===== src/rtl/wb_pkg.sv =====
// Shared types and constants for the register-file write arbiter.
package wb_pkg;

    localparam int              XLEN_DEF   = 32;
    localparam int              REG_ADDR_W = 5;
    localparam logic [4:0]      ZERO_REG   = 5'd0;

    // One long-result buffer entry at the default data width.
    typedef struct packed {
        logic                   live;
        logic [REG_ADDR_W-1:0]  rd;
        logic [XLEN_DEF-1:0]    data;
    } wb_entry_t;

endpackage


===== src/rtl/wb_fifo.sv =====
// Circular buffer for long-latency results with per-entry live bits,
// kill-by-destination and two read-address snoop ports.
module wb_fifo
    import wb_pkg::*;
#(
    parameter int XLEN  = XLEN_DEF,
    parameter int DEPTH = 4
) (
    input  logic                     clk,
    input  logic                     rst_n,
    input  logic                     i_push,
    input  logic [REG_ADDR_W-1:0]    i_push_rd,
    input  logic [XLEN-1:0]          i_push_data,
    input  logic                     i_pop,
    input  logic                     i_kill_en,
    input  logic [REG_ADDR_W-1:0]    i_kill_rd,
    input  logic [REG_ADDR_W-1:0]    i_snoop_rd1,
    input  logic [REG_ADDR_W-1:0]    i_snoop_rd2,
    output logic                     o_snoop_hit1,
    output logic                     o_snoop_hit2,
    output logic                     o_head_live,
    output logic [REG_ADDR_W-1:0]    o_head_rd,
    output logic [XLEN-1:0]          o_head_data,
    output logic [$clog2(DEPTH):0]   o_occupancy,
    output logic                     o_empty
);

    localparam int AW = $clog2(DEPTH);
    localparam int CW = AW + 1;

    logic                   r_live [DEPTH];
    logic [REG_ADDR_W-1:0]  r_rd   [DEPTH];
    logic [XLEN-1:0]        r_data [DEPTH];
    logic [AW-1:0]          r_wr_ptr;
    logic [AW-1:0]          r_rd_ptr;
    logic [CW-1:0]          r_count;

    // Storage, pointers and count; a popped slot loses its live bit so
    // stale contents can never produce a snoop hit.
    always_ff @(posedge clk or negedge rst_n) begin
        if (!rst_n) begin
            for (int i = 0; i < DEPTH; i++) begin
                r_live[i] <= 1'b0;
                r_rd[i]   <= ZERO_REG;
                r_data[i] <= '0;
            end
            r_wr_ptr <= '0;
            r_rd_ptr <= '0;
            r_count  <= '0;
        end else begin
            for (int i = 0; i < DEPTH; i++) begin
                if (i_kill_en && r_live[i] && (r_rd[i] == i_kill_rd))
                    r_live[i] <= 1'b0;
            end
            if (i_pop) begin
                r_live[r_rd_ptr] <= 1'b0;
                r_rd_ptr         <= r_rd_ptr + AW'(1);
            end
            if (i_push) begin
                r_live[r_wr_ptr] <= 1'b1;
                r_rd[r_wr_ptr]   <= i_push_rd;
                r_data[r_wr_ptr] <= i_push_data;
                r_wr_ptr         <= r_wr_ptr + AW'(1);
            end
            case ({i_push, i_pop})
                2'b10:   r_count <= r_count + CW'(1);
                2'b01:   r_count <= r_count - CW'(1);
                default: r_count <= r_count;
            endcase
        end
    end

    // Snoop: any live entry whose destination matches the read address.
    always_comb begin
        o_snoop_hit1 = 1'b0;
        o_snoop_hit2 = 1'b0;
        for (int i = 0; i < DEPTH; i++) begin
            if (r_live[i] && (r_rd[i] == i_snoop_rd1)) o_snoop_hit1 = 1'b1;
            if (r_live[i] && (r_rd[i] == i_snoop_rd2)) o_snoop_hit2 = 1'b1;
        end
    end

    assign o_head_live = r_live[r_rd_ptr];
    assign o_head_rd   = r_rd[r_rd_ptr];
    assign o_head_data = r_data[r_rd_ptr];
    assign o_occupancy = r_count;
    assign o_empty     = (r_count == '0);

endmodule


===== src/rtl/reg_write_arbiter.sv =====
// Merges the non-stallable pipeline writeback and the long-latency unit
// into the register file's single write port, with pending-write snooping.
// Optional macro WB_FWD_EN: output-stage hits are forwarded instead of
// raising pendHit.
module reg_write_arbiter
    import wb_pkg::*;
#(
    parameter int XLEN  = XLEN_DEF,
    parameter int DEPTH = 4
) (
    input  logic                     clk,
    input  logic                     rst_n,
    input  logic                     pipeValid,
    input  logic [REG_ADDR_W-1:0]    pipeRd,
    input  logic [XLEN-1:0]          pipeData,
    input  logic                     lngValid,
    output logic                     lngReady,
    input  logic [REG_ADDR_W-1:0]    lngRd,
    input  logic [XLEN-1:0]          lngData,
    input  logic [REG_ADDR_W-1:0]    readReg1,
    input  logic [REG_ADDR_W-1:0]    readReg2,
    output logic                     pendHit1,
    output logic                     pendHit2,
`ifdef WB_FWD_EN
    output logic                     fwdValid1,
    output logic                     fwdValid2,
    output logic [XLEN-1:0]          fwdData1,
    output logic [XLEN-1:0]          fwdData2,
`endif
    output logic                     writeCntrl,
    output logic [REG_ADDR_W-1:0]    writeAd,
    output logic [XLEN-1:0]          data,
    output logic [$clog2(DEPTH):0]   occupancy
);

    localparam int CW = $clog2(DEPTH) + 1;

    logic                   w_pipe_wr;
    logic                   w_lng_xfer;
    logic                   w_lng_keep;
    logic                   w_pop;
    logic                   w_bypass;
    logic                   w_push;
    logic                   w_empty;
    logic                   w_head_live;
    logic [REG_ADDR_W-1:0]  w_head_rd;
    logic [XLEN-1:0]        w_head_data;
    logic                   w_buf_hit1;
    logic                   w_buf_hit2;
    logic                   w_out_hit1;
    logic                   w_out_hit2;
    logic                   w_nxt_we;
    logic [REG_ADDR_W-1:0]  w_nxt_ad;
    logic [XLEN-1:0]        w_nxt_data;
    logic                   r_we;
    logic [REG_ADDR_W-1:0]  r_ad;
    logic [XLEN-1:0]        r_data;

    // Ready depends only on registered occupancy, so a full buffer refuses a
    // transfer even in a cycle where it also pops.
    assign lngReady   = (occupancy < CW'(DEPTH));
    assign w_pipe_wr  = pipeValid && (pipeRd != ZERO_REG);
    assign w_lng_xfer = lngValid && lngReady;
    // x0 results are swallowed; a same-rd pipe write is younger and wins.
    assign w_lng_keep = w_lng_xfer && (lngRd != ZERO_REG) &&
                        !(w_pipe_wr && (pipeRd == lngRd));
    assign w_pop      = !w_pipe_wr && !w_empty;
    assign w_bypass   = !w_pipe_wr && w_empty && w_lng_keep;
    assign w_push     = w_lng_keep && !w_bypass;

    wb_fifo #(
        .XLEN  (XLEN),
        .DEPTH (DEPTH)
    ) u_fifo (
        .clk          (clk),
        .rst_n        (rst_n),
        .i_push       (w_push),
        .i_push_rd    (lngRd),
        .i_push_data  (lngData),
        .i_pop        (w_pop),
        .i_kill_en    (w_pipe_wr),
        .i_kill_rd    (pipeRd),
        .i_snoop_rd1  (readReg1),
        .i_snoop_rd2  (readReg2),
        .o_snoop_hit1 (w_buf_hit1),
        .o_snoop_hit2 (w_buf_hit2),
        .o_head_live  (w_head_live),
        .o_head_rd    (w_head_rd),
        .o_head_data  (w_head_data),
        .o_occupancy  (occupancy),
        .o_empty      (w_empty)
    );

    // Write-port priority: pipe, then buffer head, then long bypass.
    always_comb begin
        w_nxt_we   = 1'b0;
        w_nxt_ad   = ZERO_REG;
        w_nxt_data = '0;
        if (w_pipe_wr) begin
            w_nxt_we   = 1'b1;
            w_nxt_ad   = pipeRd;
            w_nxt_data = pipeData;
        end else if (w_pop) begin
            if (w_head_live) begin
                w_nxt_we   = 1'b1;
                w_nxt_ad   = w_head_rd;
                w_nxt_data = w_head_data;
            end
        end else if (w_bypass) begin
            w_nxt_we   = 1'b1;
            w_nxt_ad   = lngRd;
            w_nxt_data = lngData;
        end
    end

    // Registered write port.
    always_ff @(posedge clk or negedge rst_n) begin
        if (!rst_n) begin
            r_we   <= 1'b0;
            r_ad   <= ZERO_REG;
            r_data <= '0;
        end else begin
            r_we   <= w_nxt_we;
            r_ad   <= w_nxt_ad;
            r_data <= w_nxt_data;
        end
    end

    assign writeCntrl = r_we;
    assign writeAd    = r_ad;
    assign data       = r_data;

    assign w_out_hit1 = r_we && (r_ad == readReg1);
    assign w_out_hit2 = r_we && (r_ad == readReg2);

`ifdef WB_FWD_EN
    // Output-stage-only hits are forwarded; buffered hits still stall.
    assign pendHit1  = (readReg1 != ZERO_REG) && w_buf_hit1;
    assign pendHit2  = (readReg2 != ZERO_REG) && w_buf_hit2;
    assign fwdValid1 = (readReg1 != ZERO_REG) && w_out_hit1 && !w_buf_hit1;
    assign fwdValid2 = (readReg2 != ZERO_REG) && w_out_hit2 && !w_buf_hit2;
    assign fwdData1  = r_data;
    assign fwdData2  = r_data;
`else
    // A write in the output stage lands next edge, so it also stalls decode.
    assign pendHit1 = (readReg1 != ZERO_REG) && (w_buf_hit1 || w_out_hit1);
    assign pendHit2 = (readReg2 != ZERO_REG) && (w_buf_hit2 || w_out_hit2);
`endif

endmodule


===== config.mk =====
export PLATFORM = sky130hd
export DESIGN_NAME = reg_write_arbiter
export DESIGN_NICKNAME = d
export VERILOG_FILES = /design/src/rtl/wb_pkg.sv /design/src/rtl/wb_fifo.sv /design/src/rtl/reg_write_arbiter.sv
export SDC_FILE = /design/constraint.sdc
export NUM_CORES = 1
export LEC_CHECK = 0
export ABC_AREA = 1
export CORE_MARGIN = 4
export CORE_UTILIZATION = 40
export CTS_BUF_LIST = sky130_fd_sc_hd__clkbuf_4
export DETAILED_ROUTE_END_ITERATION = 7
export PLACE_DENSITY_LB_ADDON = 0.08
export SETUP_SLACK_MARGIN = 0.15
export SYNTH_ARGS = -nofsm -noshare
export SYNTH_HDL_FRONTEND = slang
export SYNTH_HIERARCHICAL = 1
export SYNTH_SLANG_ARGS = --single-unit

===== constraint.sdc =====
create_clock -name clk -period 2.5 [get_ports clk]
set_input_delay 0.5 -clock clk [delete_from_list [all_inputs] [get_ports clk]]
set_output_delay 0.5 -clock clk [all_outputs]
set_load 0.01 [all_outputs]

# Word level (Yosys, flattened, before mapping)
# Cells that the tools add are included.
# op_classes
muxes	46
eq_ne	17
n_lt_le_gt_ge	5
add_sub_neg	4
reduce_logical	43
bitwise	5
# op_table
op	n
$mux 32	7
$bwmux 128	1
$eq 5x5->1	15
$bmux 32 s2	1
$demux 32 s2	1
$mux 5	7
$logic_and 1x1->1	31
$bwmux 20	1
$mux 1	20
$reduce_bool 5->1	4
$bmux 5 s2	1
$demux 5 s2	1
$mux 4	2
$ge 3x3->1 const B	2
$lt 3x1->1 const B	2
$not 2->3	2
$pmux 3 s2	1
$add 2x1->2 const B	2
$and 4x4->4	1
$demux 1 s2	2
$logic_not 1->1	4
$not 4->4	1
$or 4x4->4	1
$add 3x1->3 const B	1
8 further kinds	9
# word_totals
output_inout_bits	44
regBits	197
word_cells	138
inputBits	88

# Logic depth before layout (Yosys ltp)
# Gate-level depths: netlist of the first run.
# logic_depth
ltp_word	10
mapped_depth	18
ltp_nobuf	15

# By module
# Netlist of the first run, hierarchy kept.
# by_module_without_submodules
mod	instances	area_each_um2	seq_area_each_um2	cells_each
wb_fifo	1	8167.8	3978.8	1034
reg_write_arbiter	1	2120.8	950.9	281

# Worst setup path after synthesis of the first run
# No wires, ideal clock.
# synth_timing
path_kind	input -> register
start	in pipeRd[1]
end	reg u_fifo.r_count[2], in the netlist u_fifo/o_occupancy[2]
n_path_buf	4
slack_ps	-25
required_ps	2374
setup_time_ps	126
arrival_ps	2399
stages	18
cell_sequence	nor2_1 -> nand3b_1 -> nand2_1 -> inv_2 -> buf_6 -> nand3_2 -> buf_6 -> buf_6 -> nand2_1 -> nor2_1 -> buf_6 -> inv_1 -> ha_1 -> inv_1 -> fa_1 -> a21oi_1 -> o21ai_0 -> xnor2_1
# synth_between
elab_chain_len	10
word_cells_on_any_way	16
cone_classes	3 x eq/ne; 1 x mux; 12 x reduce/logical
# synth_rtl
element	line_no	text
start: declaration	reg_write_arbiter.sv:14	input logic [REG_ADDR_W-1:0] pipeRd,
$reduce_bool 5->1	reg_write_arbiter.sv:62	assign w_pipe_wr = pipeValid && (pipeRd != ZERO_REG);
$logic_and 1x1->1	reg_write_arbiter.sv:62	
$logic_and 1x1->1	reg_write_arbiter.sv:66	!(w_pipe_wr && (pipeRd == lngRd));
$logic_not 1->1	reg_write_arbiter.sv:66	
$logic_and 1x1->1	reg_write_arbiter.sv:65	assign w_lng_keep = w_lng_xfer && (lngRd != ZERO_REG) &&
$logic_and 1x1->1	reg_write_arbiter.sv:68	assign w_bypass = !w_pipe_wr && w_empty && w_lng_keep;
$logic_not 1->1	reg_write_arbiter.sv:69	assign w_push = w_lng_keep && !w_bypass;
$logic_and 1x1->1 *	reg_write_arbiter.sv:69	
named net w_push	reg_write_arbiter.sv:43	logic w_push;
$eq 2x1->1 or $eq 2x2->1 (tied branches)	wb_fifo.sv:65	case ({i_push, i_pop})
$pmux 3 s2 or $reduce_bool 2->1 (tied branches)	n/a	
end signal: assignment	wb_fifo.sv:66	2'b10: r_count <= r_count + CW'(1);
end signal: assignment	wb_fifo.sv:67	2'b01: r_count <= r_count - CW'(1);
end signal: assignment	wb_fifo.sv:68	default: r_count <= r_count;
end: declaration	wb_fifo.sv:36	logic [CW-1:0] r_count;
# Mark *: on every way through the listed nets, which the timed path passes. The rest lies on a longest branch.
# A chain may end at the register's enable or synchronous reset.

# Worst setup path after layout of the first run
# layout_timing
start	in readReg1[3]
end	out pendHit1
# layout_between
elab_chain_len	8
word_cells_on_any_way	17
cone_classes	5 x eq/ne; 4 x mux; 8 x reduce/logical
# layout_rtl
element	line_no	text
start: declaration	reg_write_arbiter.sv:20	input logic [REG_ADDR_W-1:0] readReg1,
$eq 5x5->1	wb_fifo.sv:78	if (r_live[i] && (r_rd[i] == i_snoop_rd1)) o_snoop_hit1 = 1'b1;
$logic_and 1x1->1	wb_fifo.sv:78	
$mux 1 (3 in series)	wb_fifo.sv:78	
$mux 1 *	wb_fifo.sv:78	
named net w_buf_hit1	reg_write_arbiter.sv:48	logic w_buf_hit1;
$logic_or 1x1->1 *	reg_write_arbiter.sv:146	assign pendHit1 = (readReg1 != ZERO_REG) && (w_buf_hit1 || w_out_hit1);
$logic_and 1x1->1 *	reg_write_arbiter.sv:146	
end: declaration	reg_write_arbiter.sv:22	output logic pendHit1,
# Marked as above.

==> results.yml, run 1 <==
setup_path:
  crit_type: "input port to output port"
  slowest_stage: "clkdlybuf4s50_1"
  rr_startpoint: "u_fifo/o_occupancy[0]$_DFFE_PN0P_"
  arrival_ns: 2.05
  crit_family: "buffers and inverters"
  path_buf_inv: 5
  worstPathCellList: "clkdlybuf4s50_1 > buf_4 > nand2_1 > nand2_1 > nor2_1 > nand3_1 > nand2_1 > inv_1 > nand2_1 > inv_1 > nand2_1 > a21oi_1 > a21oi_1 > buf_2"
  crit_path_max_incr_delay_ns: 0.47
  required_ns: 2.00
  cp_common_cell: "nand2_1"
  cp_max_fo: 4
  setup.worst_path.start: "readReg1[3]"
  critPathLaunchType: "input port"
  cp-end-kind: "output port"
sta:
  fin_crit_ns: 2.55
  rsz0062_at_grt: "true"
  fmax_mhz: 392
  fin_crit_sh: 1.02
  tightestPinTransition_ns: 0.550
  setup_slack_ns: -0.0533
  hold_viol_final: 0
  slew_headroom: 0.633
  finalSetupViolations: 2
  slew_viol_final: 0
  skew_ns: 0.0373
synthesis:
  yosysSeqAreaShare: 0.479
  yosysWarnings: 6
  synth_top_area_cell: "dfrtp_1"
  synth_area_per_cell_um2: 7.82
  synth_top_cell_area_share: 0.479
  syn_area_um2: 10300
  ys_ff_latch: 197
  syn_inst: 1315
  ys_types: 30
  ys_top_cells_by_area: "dfrtp_1 (48%), nand2_1 (14%), o21ai_0 (7.5%)"
  syn-num-nets: 1413
power:
  leakage_nw: 6.13
  netSwitchingPower_mw: 5.87
  ir_drop_uv: 592
  p_comb_frac: 0.482
  p_int_mw: 7.79
  switching_share: 0.430
  pwr-share-seq: 0.398
  powerDensity_nw_per_um2: 1070
  p_clk_frac: 0.121
clock_tree:
  clk_latency_ns: 0.57
  clock_sinks: 197
  path_clk_slew_ns: 0.18
  cts_tree: "yes"
  cts-root-buf: "clkbuf_4"
  htreeDepth: 4
  clock_path_buffers: 2
  numCtsBuffers: 17
layout:
  drive_gt1_frac: 0.125
  fin_nets: 1578
  utilization: 0.503
  design_area_um2: 12700
  area_growth_pct: 23.6
  layout_common_cells: "nand2_1 (381), dfrtp_1 (189), o21ai_0 (153)"
  final_common_cell: "nand2_1"
floorplanning:
  start_util: 0.407
  dieArea_um2: 28400
  die_x_um: 168
  die_h_um: 168
  rows: 58
  io_pins: 132
  fp.coreArea_um2: 25300
hold_path:
  hold_path_class: "input port to async pin"
placement:
  io_buffer_count: 131
  placed_area_um2: 12400
  gp_congestion: 0.962
  dp_hpwl_um: 20700
run_status:
  violations: "negative setup slack"
  status: "finished with violations"
global_routing:
  antenna_found_initial: 1
  grt_use_met1: 0.308
  grt_util_all_layers: 0.218
  gr-total-overflow: 0
  grt_max_degree: 82
  grt_pass1_vias: 9230
  grtUsageMet2: 0.352
  grt.met3_usage: 0.0347
  grt_pass1_wl_um: 50200
  grt.busiest_layer: "met2"
routing:
  wire_per_inst_um: 16.7
  wl_um: 30500
  vias_per_cell: 5.13
  final_antenna_net_count: 0
  post-route-drc-count: 0
  vias: 9363
  first_pass_iters: 6
  drt-initial-drc-count: 779
job:
  drv_cap: 0
stage by stage:
step                      worst slack, ns  power [mW]  hold WS (ns)  std cells  TNS, ns
final                             -0.0533        13.7         0.403       1824  -0.0844
after global placement             -0.568        11.9         0.458       1784   -12.72
after global routing               -0.270        14.9         0.370       1824   -0.538
after floorplan                    0.0719        9.43         0.204       1315        0
after CTS                         -0.0976        13.7         0.351       1821   -0.191
after detailed placement           -0.570        12.0         0.463       1784   -14.27
cell usage after synthesis:
cell type / number
o21ai_0: 155
inv_1: 98
ha_1: 9
nor2_2: 1
xnor2_1: 4
a21boi_0: 5
a21oi_1: 20
o22ai_1: 36
nand3_2: 1
nand4_1: 37
o21ai_1: 63
clkbuf_1: 15
buf_1: 1
nand3b_1: 1
buf_6: 29
nor2_1: 131
xor2_1: 9
nor3_1: 4
nand2_1: 383
a211oi_1: 1
inv_4: 1
o21ai_2: 22
dfrtp_1: 197
clkbuf_2: 5
buf_2: 20
nand2_4: 4
nand3_1: 54
inv_2: 2
buf_4: 6
fa_1: 1
power by group through the flow:
stage / Combinational, mW / Clock, mW / Sequential [mW]
6_report: 6.58 / 1.65 / 5.43
5_1_grt: 7.43 / 1.86 / 5.60
4_1_cts: 6.59 / 1.73 / 5.41
3_5_place_dp: 6.51 / 0 / 5.48
3_3_place_gp: 6.43 / 0 / 5.48
2_1_floorplan: 4.09 / 0 / 5.34
layer usage:
layer	vias up	share of wire
met5	-	0
met4	0	0.017
met3	27	0.050
met2	236	0.47
met1	4462	0.47
li1	4638	-
registers in the layout, indices dropped and copies added (netlist names):
signal and cells:
u_fifo/o_occupancy 3, u_fifo/r_live 4, writeCntrl 1, data 32, u_fifo/r_data 128, writeAd 5
u_fifo/r_rd 20, u_fifo/r_wr_ptr 2, u_fifo/r_rd_ptr 2
cell families (layout without fill, tap and decap cells):
logic type / count (synthesis) / in the layout / synth area share
simple gates: 616 / 616 / 0.245
compound gates: 302 / 302 / 0.161
flops: 197 / 197 / 0.479
buf+inv: 177 / 354 / 0.0912
xor+xnor: 13 / 13 / 0.0111
fa+ha+maj: 10 / 10 / 0.0129
other cells: 0 / 2 / 0
cell type report:
| cell class | count | area, µm² |
|---|---|---|
| Multi-Input combinational cell | 941 | 4490 |
| Timing Repair Buffer | 222 | 2200 |
| Fill cell | 2562 | 12500 |
| Antenna cell | 2 | 5.00 |
| Clock inverter | 13 | 143 |
| Inverter | 101 | 387 |
| Clock buffer | 18 | 135 |
| Sequential cell | 197 | 4940 |
| Tap cell | 330 | 413 |
path summary, 6_finish.rpt:
check	endpoint	slack [ns]	cells past startpoint
hold reg to reg	u_fifo/r_data[64]$_DFFE_PN0P_	0.50	2
setup reg to reg	u_fifo/o_occupancy[2]$_DFFE_PN0P_	0.51	11
setup / recovery	pendHit1	-0.05	14
max in group asynchronous	u_fifo/r_rd[12]$_DFFE_PN0P_	1.33	3
min in group clk	data[19]$_DFF_PN0_	0.46	3
hold / removal	u_fifo/r_data[122]$_DFFE_PN0P_	0.40	2
what timing repair did:
action,4_1_cts,5_1_grt
pin swaps,2,6
endpoints found under the setup margin,2,2
gates resized for setup,23,11
setup buffers,5,1
hold endpoints to repair,43,0
hold buffers,1,0
(Power assumes the default switching activity.)
==> run 2: changes to the inputs <==
--- a/config.mk
+++ b/config.mk
@@ -6,9 +6,11 @@
 export NUM_CORES = 1
 export LEC_CHECK = 0
 export ABC_AREA = 1
+export CORE_ASPECT_RATIO = 0.8
 export CORE_MARGIN = 4
 export CORE_UTILIZATION = 40
 export CTS_BUF_LIST = sky130_fd_sc_hd__clkbuf_4
+export CTS_CLUSTER_SIZE = 24
 export DETAILED_ROUTE_END_ITERATION = 7
 export PLACE_DENSITY_LB_ADDON = 0.08
 export SETUP_SLACK_MARGIN = 0.15
==> results.yml, run 2 (synthesis gave the netlist of run 1 again) <==
run_status:
  status: "finished with violations"
  violations: "negative setup slack"
hold_path:
  hold_path_class: "input port to async pin"
layout:
  instances_no_fill: 1822
  largest-register: "u_fifo/r_data"
  final_common_cell: "nand2_1"
  drive_gt1_frac: 0.132
  largest_register_ffs: 128
  fin_nets: 1582
  layout_common_cells: "nand2_1 (376), dfrtp_1 (186), o21ai_0 (153)"
  area_growth_pct: 23.9
global_routing:
  grt_pass1_wl_um: 49700
  gr-total-overflow: 0
  grt_pass1_vias: 9062
  grt_util_all_layers: 0.221
  antenna_found_initial: 1
  grt_max_degree: 67
floorplanning:
  start_util: 0.407
  die_h_um: 151
  dieArea_um2: 28400
  die_x_um: 187
  io_pins: 132
  fp.coreArea_um2: 25300
  rows: 52
setup_path:
  required_ns: 2.00
  crit_path_max_incr_delay_ns: 0.49
  critPathLaunchType: "register"
  slowest_stage: "dfrtp_1"
  arrival_ns: 2.08
  path_buf_inv: 4
  cp_max_fo: 3
  cp-end-kind: "output port"
  cp_common_cell: "nand2_1"
  worstPathCellList: "inv_1 > nand2_1 > nand2_1 > nor2_2 > nand3_1 > nand2_1 > inv_1 > nand2_1 > inv_2 > nand2_2 > a21oi_2 > a21oi_1 > buf_2"
  crit_type: "register to output port"
  crit_family: "simple AND/OR/NAND/NOR gates"
sta:
  fmax_mhz: 388
  rsz0062_at_grt: "true"
  fin_crit_sh: 1.03
  hold_viol_final: 0
  slew_viol_final: 0
  finalSetupViolations: 2
  skew_ns: 0.0390
  setup_tns_ns: -0.138
  fin_crit_ns: 2.58
  tightestPinTransition_ns: 0.572
  slew_headroom: 0.618
  setup_slack_ns: -0.0800
clock_tree:
  path_clk_slew_ns: 0.19
  cts-root-buf: "clkbuf_4"
  htreeDepth: 4
  numCtsBuffers: 17
  clock_sinks: 197
  clock_path_buffers: 2
  cts_tree: "yes"
  clk_latency_ns: 0.59
routing:
  final_antenna_net_count: 0
  drt-initial-drc-count: 763
  vias_per_cell: 5.19
  first_pass_iters: 5
  post-route-drc-count: 0
  wire_per_inst_um: 17.1
  wl_um: 31200
  vias: 9462
placement:
  dp_hpwl_um: 20900
  gp_congestion: 1.02
  placed_cells: 1778
  io_buffer_count: 131
power:
  leakage_nw: 6.18
  ir_drop_uv: 430
  powerDensity_nw_per_um2: 1090
  power_mw: 13.8
job:
  drv_cap: 0
## run 2: final timing paths
| kind | start | to | slack (ns) | depth (start not counted) |
|---|---|---|---|---|
| hold / removal | rst_n | u_fifo/o_occupancy[1]$_DFFE_PN0P_ | 0.39 | 2 |
| hold reg to reg | u_fifo/r_data[79]$_DFFE_PN0P_ | u_fifo/r_data[79]$_DFFE_PN0P_ | 0.50 | 2 |
| max in group asynchronous | rst_n | u_fifo/r_data[72]$_DFFE_PN0P_ | 1.40 | 3 |
| min in group clk | pipeData[5] | data[5]$_DFF_PN0_ | 0.45 | 3 |
| setup / recovery | u_fifo/r_rd[4]$_DFFE_PN0P_ | pendHit1 | -0.08 | 13 |
| setup reg to reg | u_fifo/o_occupancy[0]$_DFFE_PN0P_ | u_fifo/o_occupancy[2]$_DFFE_PN0P_ | 0.53 | 11 |
## run 2: where the power goes
group | switching (mW) | leakage [nW] | internal, mW
Sequential | 0.940 | 2.47 | 4.53
Combinational | 3.80 | 3.55 | 2.78
Clock | 1.23 | 0.161 | 0.559
Total | 5.96 | 6.18 | 7.87
## run 2: layout make-up
cell class	count	area [µm²]
Fill cell	2553	12600
Sequential cell	197	4940
Multi-Input combinational cell	941	4510
Timing Repair Buffer	226	2200
Tap cell	324	405
Inverter	101	387
Clock inverter	14	166
Clock buffer	18	135
Antenna cell	1	2.50
## run 2: repair_timing
action,CTS,global route
gates resized for setup,24,23
setup endpoints to repair,2,3
setup buffers,10,0
pin swaps,7,14
hold buffers,1,0
hold endpoints to repair,38,0
## run 2: worst register-to-register path, cell delays in order, from the launching register on
cell and delay [ns]:
dfrtp_1 0.47, nor3_1 0.19, inv_1 0.10, nor2_4 0.11, nor2_1 0.07, inv_4 0.06
ha_4 0.13, inv_4 0.04, fa_2 0.35, a21oi_1 0.12, o21ai_1 0.09, xnor2_1 0.13
## run 2: metrics by stage
stage	util	instance area [µm²]	setup slack, ns	hold WS, ns
after floorplan	-	10300	0.0719	0.204
final	0.504	12700	-0.0800	0.392
after detailed placement	0.486	12300	-0.470	0.462
after CTS	0.502	12700	-0.0869	0.356
after global routing	0.504	12700	-0.254	0.370
after global placement	0.486	12300	-0.477	0.460
## run 2: routing by layer
layer | track usage | vias to the layer above | share of wire
li1 | - | 4646 | -
met1 | 0.316 | 4525 | 0.48
met2 | 0.356 | 255 | 0.45
met3 | 0.0304 | 36 | 0.048
met4 | 0.0573 | 0 | 0.016
met5 | 0 | - | 0
